File: src/rtl/ram_arb_pkg.sv
// ram_arb_pkg
//   Shared definitions for the RAM port arbiter: FSM state encoding,
//   RAM read latency and the legal range of the fetch starvation limit.
package ram_arb_pkg;

   typedef enum logic [2:0] {
      ST_IDLE  = 3'd0,
      ST_D_WR  = 3'd1,
      ST_D_RD  = 3'd2,
      ST_D_RSP = 3'd3,
      ST_I_RD  = 3'd4,
      ST_I_RSP = 3'd5
   } arb_state_t;

   // RAM returns read data exactly one cycle after the read strobe.
   localparam int unsigned RAM_LATENCY = 1;

   localparam int unsigned STARVE_MIN = 1;
   localparam int unsigned STARVE_MAX = 15;
   localparam int unsigned STARVE_W   = 4;

endpackage

File: src/rtl/arb_starve_cnt.sv
// arb_starve_cnt
//   Counts data transactions granted while fetch is waiting. Saturates at
//   its maximum value; clear has priority over increment.
// Ports:
//   clk, rst  clock and asynchronous active-low reset
//   inc       count one data transaction granted over a waiting fetch
//   clr       fetch was granted, start over
//   hit       count has reached LIMIT
module arb_starve_cnt
   import ram_arb_pkg::*;
#(
   parameter int unsigned LIMIT = 3
) (
   input  logic clk,
   input  logic rst,
   input  logic inc,
   input  logic clr,
   output logic hit
);

   localparam logic [STARVE_W-1:0] LIMIT_V = STARVE_W'(LIMIT);
   localparam logic [STARVE_W-1:0] CNT_MAX = '1;

   logic [STARVE_W-1:0] cnt;

   always_ff @(posedge clk or negedge rst) begin
      if (!rst) begin
         cnt <= '0;
      end else if (clr) begin
         cnt <= '0;
      end else if (inc && cnt != CNT_MAX) begin
         cnt <= cnt + 1'b1;
      end
   end

   assign hit = (cnt == LIMIT_V);

endmodule

File: src/rtl/ram_port_arbiter.sv
// ram_port_arbiter
//   Shares one RAM port between instruction fetch and memory-stage data
//   accesses. Data has priority over fetch; a write+read request is served
//   as a write followed by a read. One transaction in flight at a time.
// Ports:
//   clk, rst                   clock and asynchronous active-low reset
//   if_req/if_addr             fetch request (level, held until if_valid)
//   if_word/if_valid           fetch response
//   d_read/d_write             data requests (levels, held until d_done)
//   d_r_addr/d_w_addr/d_w_line data addresses and write data
//   d_r_line/d_done            data response
//   stall                      some requester is still waiting
//   ram_*                      RAM bus, 1-cycle read latency
// Configuration:
//   ARB_STARVE_GUARD_EN  when defined, fetch is forced after STARVE_LIMIT
//                        consecutive data transactions granted over it.
//
// state    | meaning
// ---------+-----------------------------------------------
// IDLE     | port free, arbitrate on next edge
// D_WR     | data write strobe on RAM
// D_RD     | data read strobe on RAM
// D_RSP    | read data returned to memory stage, d_done
// I_RD     | fetch read strobe on RAM
// I_RSP    | fetched word returned, if_valid
module ram_port_arbiter
   import ram_arb_pkg::*;
#(
   parameter int unsigned STARVE_LIMIT = 3
) (
   input  logic        clk,
   input  logic        rst,
   input  logic        if_req,
   input  logic [31:0] if_addr,
   output logic [31:0] if_word,
   output logic        if_valid,
   input  logic        d_read,
   input  logic        d_write,
   input  logic [31:0] d_r_addr,
   input  logic [31:0] d_w_addr,
   input  logic [31:0] d_w_line,
   output logic [31:0] d_r_line,
   output logic        d_done,
   output logic        stall,
   output logic [31:0] ram_addr,
   output logic [31:0] ram_w_line,
   output logic        ram_read,
   output logic        ram_write,
   input  logic [31:0] ram_r_line
);

   if (STARVE_LIMIT < STARVE_MIN || STARVE_LIMIT > STARVE_MAX) begin : g_bad_limit
      $error("STARVE_LIMIT out of range");
   end
   if (RAM_LATENCY != 1) begin : g_bad_latency
      $error("arbiter FSM assumes a 1-cycle RAM read latency");
   end

   arb_state_t state, state_nxt;

   logic [31:0] r_addr_q, w_addr_q, w_line_q, i_addr_q;
   logic        rd_pend_q;
   logic        force_fetch;
   logic        leave_idle;

`ifdef ARB_STARVE_GUARD_EN
   logic starve_hit;
   logic starve_inc;
   logic starve_clr;

   assign starve_inc = (state == ST_IDLE) && if_req &&
                       (state_nxt == ST_D_WR || state_nxt == ST_D_RD);
   assign starve_clr = (state == ST_IDLE) && (state_nxt == ST_I_RD);

   arb_starve_cnt #(
      .LIMIT (STARVE_LIMIT)
   ) u_starve_cnt (
      .clk (clk),
      .rst (rst),
      .inc (starve_inc),
      .clr (starve_clr),
      .hit (starve_hit)
   );

   assign force_fetch = starve_hit & if_req;
`else
   assign force_fetch = 1'b0;
`endif

   always_ff @(posedge clk or negedge rst) begin
      if (!rst) begin
         state <= ST_IDLE;
      end else begin
         state <= state_nxt;
      end
   end

   // All requester fields are captured together whenever a transaction
   // starts; only IDLE looks at the live inputs.
   assign leave_idle = (state == ST_IDLE) && (state_nxt != ST_IDLE);

   always_ff @(posedge clk or negedge rst) begin
      if (!rst) begin
         r_addr_q  <= '0;
         w_addr_q  <= '0;
         w_line_q  <= '0;
         i_addr_q  <= '0;
         rd_pend_q <= 1'b0;
      end else if (leave_idle) begin
         r_addr_q  <= d_r_addr;
         w_addr_q  <= d_w_addr;
         w_line_q  <= d_w_line;
         i_addr_q  <= if_addr;
         rd_pend_q <= d_read & d_write;
      end
   end

   always_comb begin
      state_nxt  = state;
      if_word    = '0;
      if_valid   = 1'b0;
      d_r_line   = '0;
      d_done     = 1'b0;
      ram_addr   = '0;
      ram_w_line = '0;
      ram_read   = 1'b0;
      ram_write  = 1'b0;
      case (state)
         ST_IDLE: begin
            if (force_fetch)  state_nxt = ST_I_RD;
            else if (d_write) state_nxt = ST_D_WR;
            else if (d_read)  state_nxt = ST_D_RD;
            else if (if_req)  state_nxt = ST_I_RD;
         end
         ST_D_WR: begin
            ram_write  = 1'b1;
            ram_addr   = w_addr_q;
            ram_w_line = w_line_q;
            d_done     = ~rd_pend_q;
            state_nxt  = rd_pend_q ? ST_D_RD : ST_IDLE;
         end
         ST_D_RD: begin
            ram_read  = 1'b1;
            ram_addr  = r_addr_q;
            state_nxt = ST_D_RSP;
         end
         ST_D_RSP: begin
            d_done    = 1'b1;
            d_r_line  = ram_r_line;
            state_nxt = ST_IDLE;
         end
         ST_I_RD: begin
            ram_read  = 1'b1;
            ram_addr  = i_addr_q;
            state_nxt = ST_I_RSP;
         end
         ST_I_RSP: begin
            if_valid  = 1'b1;
            if_word   = ram_r_line;
            state_nxt = ST_IDLE;
         end
         default: state_nxt = ST_IDLE;
      endcase
   end

   assign stall = (if_req & ~if_valid) | ((d_read | d_write) & ~d_done);

endmodule

File: config.mk
export PLATFORM = sky130hd
export DESIGN_NAME = ram_port_arbiter
export DESIGN_NICKNAME = d
export VERILOG_FILES = /design/src/rtl/ram_arb_pkg.sv /design/src/rtl/arb_starve_cnt.sv /design/src/rtl/ram_port_arbiter.sv
export SDC_FILE = /design/constraint.sdc
export NUM_CORES = 1
export LEC_CHECK = 0
export ABC_AREA = 1
export CAP_MARGIN = 20
export CORE_UTILIZATION = 34
export DETAILED_ROUTE_END_ITERATION = 6
export GPL_TIMING_DRIVEN = 0
export HOLD_SLACK_MARGIN = 0.15
export PLACE_DENSITY = 0.7
export SYNTH_ARGS = -nofsm -noshare
export SYNTH_HDL_FRONTEND = slang
export SYNTH_SLANG_ARGS = --single-unit
File: constraint.sdc
create_clock -name clk -period 2.85 [get_ports clk]
set_input_delay 0.285 -clock clk [delete_from_list [all_inputs] [get_ports clk]]
set_output_delay 0.285 -clock clk [all_outputs]
set_load 0.05 [all_outputs]
==> results of run 1 <==
-- sequential cells by signal, indices dropped and copies added, names as in the netlist --
register / flops
w_line_q: 32
r_addr_q: 32
rd_pend_q: 1
state: 3
i_addr_q: 32
w_addr_q: 32
-- per-stage QoR --
stage / instance area, um^2 / setup TNS [ps] / instances
3_3_place_gp: 9800 / -520330 / 1441
6_report: 10300 / 0 / 1475
3_5_place_dp: 9830 / -7310 / 1442
2_1_floorplan: 6540 / 0 / 910
4_1_cts: 10400 / 0 / 1473
5_1_grt: 10300 / 0 / 1475
-- how the worst max path moves through the flow --
stage / endpoint / cells past startpoint
final: ram_addr[2] / 7
after global routing: if_word[17] / 6
after CTS: ram_w_line[12] / 6
after detailed placement: ram_addr[6] / 8
after global placement: i_addr_q[31] / 1
after floorplan: if_word[10] / 5
-- power by group through the flow --
stage                     Combinational (mW)  Clock [mW]  Sequential [mW]
after floorplan                         5.16           0             3.21
after global placement                  7.56           0             3.31
after detailed placement                7.67           0             3.34
after CTS                               7.51        2.14             3.32
after global routing                    8.17        2.22             3.43
final                                   7.41        2.12             3.33
-- area by class of cell --
type | instances | area share [%]
flip-flops and latches | 132 | 32.0
repair buffers | 299 | 28.1
clock buffers | 22 | 4.78
inverters | 79 | 2.87
multi-input cells | 638 | 25.6
clock inverters | 8 | 0.739
plain buffers | 61 | 3.05
well taps | 234 | 2.83
diodes | 2 | 0.0485
-- cell usage after synthesis --
| cell | instances | area [um^2] |
|---|---|---|
| nor3_1 | 3 | 15.0 |
| a21oi_1 | 1 | 5.00 |
| a21oi_2 | 1 | 8.76 |
| inv_1 | 77 | 289 |
| inv_2 | 2 | 7.51 |
| o21ai_0 | 1 | 5.00 |
| nand2_1 | 363 | 1360 |
| nand3_2 | 1 | 10.0 |
| dfrtp_1 | 132 | 3300 |
| buf_2 | 16 | 80.1 |
| nor2_1 | 102 | 383 |
| o22ai_1 | 1 | 6.26 |
| nor3_4 | 1 | 16.3 |
| clkbuf_1 | 25 | 93.8 |
| buf_4 | 13 | 97.6 |
| buf_1 | 7 | 26.3 |
| nand3_1 | 164 | 821 |
-- per-layer routing --
layer,global-route usage (%),routed length [um],up-vias
li1,-,-,3434
met1,30.7,9920,3279
met2,43.8,12200,276
met3,5.67,1750,38
met4,11.1,658,0
met5,0,0,-
-- logic make-up (layout without fill, tap and decap cells) --
logic type | count (synthesis) | in the layout | share of synthesized area [%]
simple gates | 634 | 634 | 39.9
flops | 132 | 132 | 50.6
buf+inv | 140 | 469 | 9.10
other cells | 0 | 2 | 0
compound gates | 4 | 4 | 0.383
-- repair_timing --
item / CTS / global route
hold endpoints to repair: 36 / 0
resized for setup: 170 / 70
setup endpoints to repair: 115 / 67
hold buffers: 1 / 0
gates cloned: 0 / 0
==> flow_summary.ini, run 1 <==
[grt]
grt_max_degree = 97
grt_usage_pct = 25.5
antenna_found_initial = 2
grt_first_pass_wirelength_mm = 37.8
grt_pass1_vias = 7016
grt.overflow.total = 0

[clocking]
path_clk_slew_ps = 60
clockBufferDepth = 2
cts_buffers = 17
cts_tree = done
htree_num_levels = 4
root_buffer = clkbuf_16
cts_setup_buffers = 0
cts.sinks = 132
insertion_delay_ps = 420

[route]
drt_iter0_markers = 344
wl_mm = 24.5
avgRoutedWirePerCell_um = 16.6
vias = 7027
viasPerCell = 4.76
ant_nets = 0
first_pass_iters = 5
drc = 0

[final_layout]
nNetsFinal = 1393
final_util_pct = 55.0
fillers = 1840
final_cell_mix = 362 x nand2_1, 172 x clkdlybuf4s50_1, 164 x nand3_1, 132 x dfrtp_1, 102 x nor2_1
multi_input_area_um2 = 2640
syn_to_final_growth_pct = 58.2
area.sequential_um2 = 3300
layout-drive-gt1-share_pct = 9.52
mostFrequentLayoutCell = nand2_1

[timing]
max_freq_ghz = 0.378
fin_skew_ps = 8.59
rsz0062_at_grt = no
fin_ws_ps = 207
worstMarginPinSlew_ps = 629
hold_violations = 0
fin_crit_sh_pct = 92.7
period_needed_ps = 2640
drv_slew = 0
setup_viol = 0
max-slew-margin-rel_pct = 57.9
whs_ps = 336

[power]
p_total_mw = 12.9
clkPwrFrac_pct = 16.5
power_density_nw_per_um2 = 1240
ir_worst_vdd_uv = 668
swShare_pct = 51.0
power.internal_mw = 6.30
leakage_nw = 5.76
comb_power_share_pct = 57.7
seq_power_share_pct = 25.9
p_switching_mw = 6.55

[logic_synthesis]
synth-seq-cells = 132
synthDistinctLibCells = 17
synthesis.nets = 1075
avgSynthCellArea_um2 = 7.18
ys_warn_count = 0
synthCells = 910
ys_seq_area_share_pct = 50.6
syn-cell-area_um2 = 6530

[floorplan]
dieArea_um2 = 19800
core_um2 = 18800
dieWidth_um = 141
rows = 50
initial_core_util_pct = 34.8
pin_count = 298
die_h_um = 141

[setup_path]
r2r_start = state[2]
slowest_delay_ps = 580
worstReg2RegEnd = i_addr_q[25]
crit_fanout = 10
cp_common_cell = nand3_1
reg2reg_slack_ps = 750
reg2reg_depth = 5
arrival_ps = 2360
cp_slowest_cell = dlygate4sd2_1
crit_path_start = state[2]
crit_buf_inv = 4
criticalPathCategory = reg2out
crit_chain = inv_2 -> nand3_1 -> inv_1 -> clkbuf_2 -> nand2_1 -> nand3_1 -> dlygate4sd2_1
cp.required_ps = 2570
endpoint_kind = output port
cpLargestDelayFamily = buffers and inverters
critPathLaunchType = flip-flop

[place]
place_congestion = 0.858
place_ws_ps = -416
dp_hpwl_mm = 18.3
port-buffer-count = 297

[job]
max_cap_violations = 0

[worst_hold_path]
hold_class = in2async

[outcome]
status = finished clean
No activity file was read; power rests on OpenSTA's default activity.
==> inputs of run 2 (changes only) <==
--- a/config.mk
+++ b/config.mk
@@ -8,6 +8,7 @@
 export ABC_AREA = 1
 export CAP_MARGIN = 20
 export CORE_UTILIZATION = 34
+export CTS_CLUSTER_DIAMETER = 60
 export DETAILED_ROUTE_END_ITERATION = 6
 export GPL_TIMING_DRIVEN = 0
 export HOLD_SLACK_MARGIN = 0.15
==> results of run 2 <==
No change in the layout: final DEF, timing and power equal those of run 1.
==> inputs of run 3 (changes only) <==
--- a/config.mk
+++ b/config.mk
@@ -7,12 +7,12 @@
 export LEC_CHECK = 0
 export ABC_AREA = 1
 export CAP_MARGIN = 20
-export CORE_UTILIZATION = 34
+export CORE_UTILIZATION = 45
 export CTS_CLUSTER_DIAMETER = 60
 export DETAILED_ROUTE_END_ITERATION = 6
 export GPL_TIMING_DRIVEN = 0
 export HOLD_SLACK_MARGIN = 0.15
-export PLACE_DENSITY = 0.7
+export PLACE_DENSITY_LB_ADDON = 0.08
 export SYNTH_ARGS = -nofsm -noshare
 export SYNTH_HDL_FRONTEND = slang
 export SYNTH_SLANG_ARGS = --single-unit
==> run 3 against run 2 <==
Routed wire length decreased by 6.7%. Critical path depth is the same. Worst hold slack worse by 16 ps. Setup slack got worse by 52 ps. Core utilization grew 19 points. Clock skew is 0.98 ps higher. Flip-flop and latch count is the same. Register-to-register slack got worse by 30 ps. Via count decreased by 0.14%. Fmax down 1.9%. Combinational power hardly changed. Sequential power hardly changed.
==> flow_summary.ini, run 3 (synthesis results as in run 1) <==
[power]
power_density_nw_per_um2 = 1220
seq_power_share_pct = 25.9
power.internal_mw = 6.37
swShare_pct = 50.2
p_switching_mw = 6.43
leakage_nw = 6.77
comb_power_share_pct = 57.7
p_total_mw = 12.8
ir_worst_vdd_uv = 857
clkPwrFrac_pct = 16.4

[timing]
worstMarginPinSlew_ps = 589
fin_crit_sh_pct = 94.6
setup_viol = 0
max_freq_ghz = 0.371
max-slew-margin-rel_pct = 60.6
drv_slew = 0
period_needed_ps = 2700
fin_skew_ps = 9.57
hold_violations = 0
rsz0062_at_grt = yes

[floorplan]
die_h_um = 122
pin_count = 298
core_um2 = 14000
dieWidth_um = 122
dieArea_um2 = 15000
initial_core_util_pct = 46.5
rows = 43

[route]
drc = 0
wl_mm = 22.9
ant_nets = 0
drt_iter0_markers = 411
viasPerCell = 4.95
first_pass_iters = 5
avgRoutedWirePerCell_um = 16.1
vias = 7017

[grt]
antenna_found_initial = 2
grt.overflow.total = 0
grt_usage_pct = 30.6
grt_first_pass_wirelength_mm = 34.1
grt_max_degree = 99
grt_pass1_vias = 6524

[clocking]
clockBufferDepth = 2
htree_num_levels = 4
cts.sinks = 132
root_buffer = clkbuf_16
cts_buffers = 17
path_clk_slew_ps = 50
cts_tree = done
insertion_delay_ps = 420

[setup_path]
reg2reg_depth = 5
criticalPathCategory = reg2out
arrival_ps = 2410
cpLargestDelayFamily = buffers and inverters
crit_chain = inv_2 -> nand3_1 -> inv_1 -> clkbuf_2 -> nand2_1 -> nand3_1 -> dlygate4sd2_1
cp.required_ps = 2570
crit_fanout = 10
slowest_delay_ps = 550
endpoint_kind = output port
worst-path-stages = 7
critPathLaunchType = flip-flop
crit_buf_inv = 4
cp_common_cell = nand3_1
cp_slowest_cell = dlygate4sd2_1

[place]
place_congestion = 0.842
place_inst = 1388
dp_hpwl_mm = 16.6
port-buffer-count = 297
dpl_cell_area_um2 = 9760

[final_layout]
multi_input_area_um2 = 2640
fillers = 1153
layout-drive-gt1-share_pct = 8.33
area.sequential_um2 = 3300
syn_to_final_growth_pct = 60.2
final_cells = 1418
final_area_um2 = 10500
nNetsFinal = 1393
final_cell_mix = 362 x nand2_1, 173 x clkdlybuf4s50_1, 164 x nand3_1, 132 x dfrtp_1, 102 x nor2_1
mostFrequentLayoutCell = nand2_1

[outcome]
status = finished clean

[job]
max_cap_violations = 0

[worst_hold_path]
hold_class = in2async
[run 3: cell types whose count changed in the layout (fill, tap and decap cells not counted), sizes merged]
cell | before | now
buf | 40 | 38
clkdlybuf4s50 | 172 | 173
clkbuf | 64 | 67
clkdlybuf4s15 | 29 | 7
bufinv | 1 | 2
clkinvlp | 3 | 0
dlymetal6s2s | 15 | 85
clkdlybuf4s18 | 3 | 2
dlygate4sd2 | 58 | 8
[run 3: repair_timing]
item                                   4_1_cts  5_1_grt
hold buffers                                 1        0
gates resized for setup                     74      127
setup endpoints to repair                   68      111
gates cloned                                 0        0
setup buffers                                0        0
endpoints found under the hold margin       34        0
[run 3: final cells by class]
type,instances,area share (%)
Clock buffer,21,4.59
Buffer,61,3.01
Inverter,79,2.83
Timing Repair Buffer,299,29.8
Tap cell,180,2.15
Clock inverter,6,0.765
Sequential cell,132,31.6
Antenna cell,2,0.0478
Multi-Input combinational cell,638,25.2
[run 3: worst register-to-register path, stage by stage, from the launching register on]
cell and delay (ps):
dfrtp_1 460, nor3_4 340, clkbuf_1 480, buf_1 510, nand3_1 170, nand2_1 100
[run 3: path summary, 6_finish.rpt]
path / startpoint / endpoint / slack (ps)
setup reg to reg: state[2] / w_addr_q[14] / 720
max in group asynchronous: rst / w_addr_q[10] / 1720
min in group clk: d_w_addr[18] / w_addr_q[18] / 420
setup / recovery: state[2] / ram_addr[2] / 150
hold / removal: rst / w_addr_q[21] / 320
hold reg to reg: i_addr_q[1] / i_addr_q[1] / 470
[run 3: through the flow]
step	setup WS [ps]	hold slack [ps]	setup TNS (ps)	utilization, %
after floorplan	216	-10.6	0	-
after global placement	-3760	453	-498770	69.3
after detailed placement	-277	191	-4250	69.5
after CTS	0.891	317	0	73.6
after global routing	-7.96	350	-7.96	74.5
final	155	320	0	74.5
[run 3: power by group through the flow]
stage | clock network, mW | registers, mW | logic, mW
floorplan | 0 | 3.21 | 5.16
global placement | 0 | 3.30 | 7.43
detailed placement | 0 | 3.32 | 7.53
CTS | 2.12 | 3.31 | 7.46
global route | 2.19 | 3.42 | 8.05
finish | 2.10 | 3.32 | 7.38
[run 3: metal layers]
metal	wire (um)	track usage (%)
met1	9140	38.0
met2	11400	52.2
met3	1770	6.41
met4	616	11.5
met5	0	0
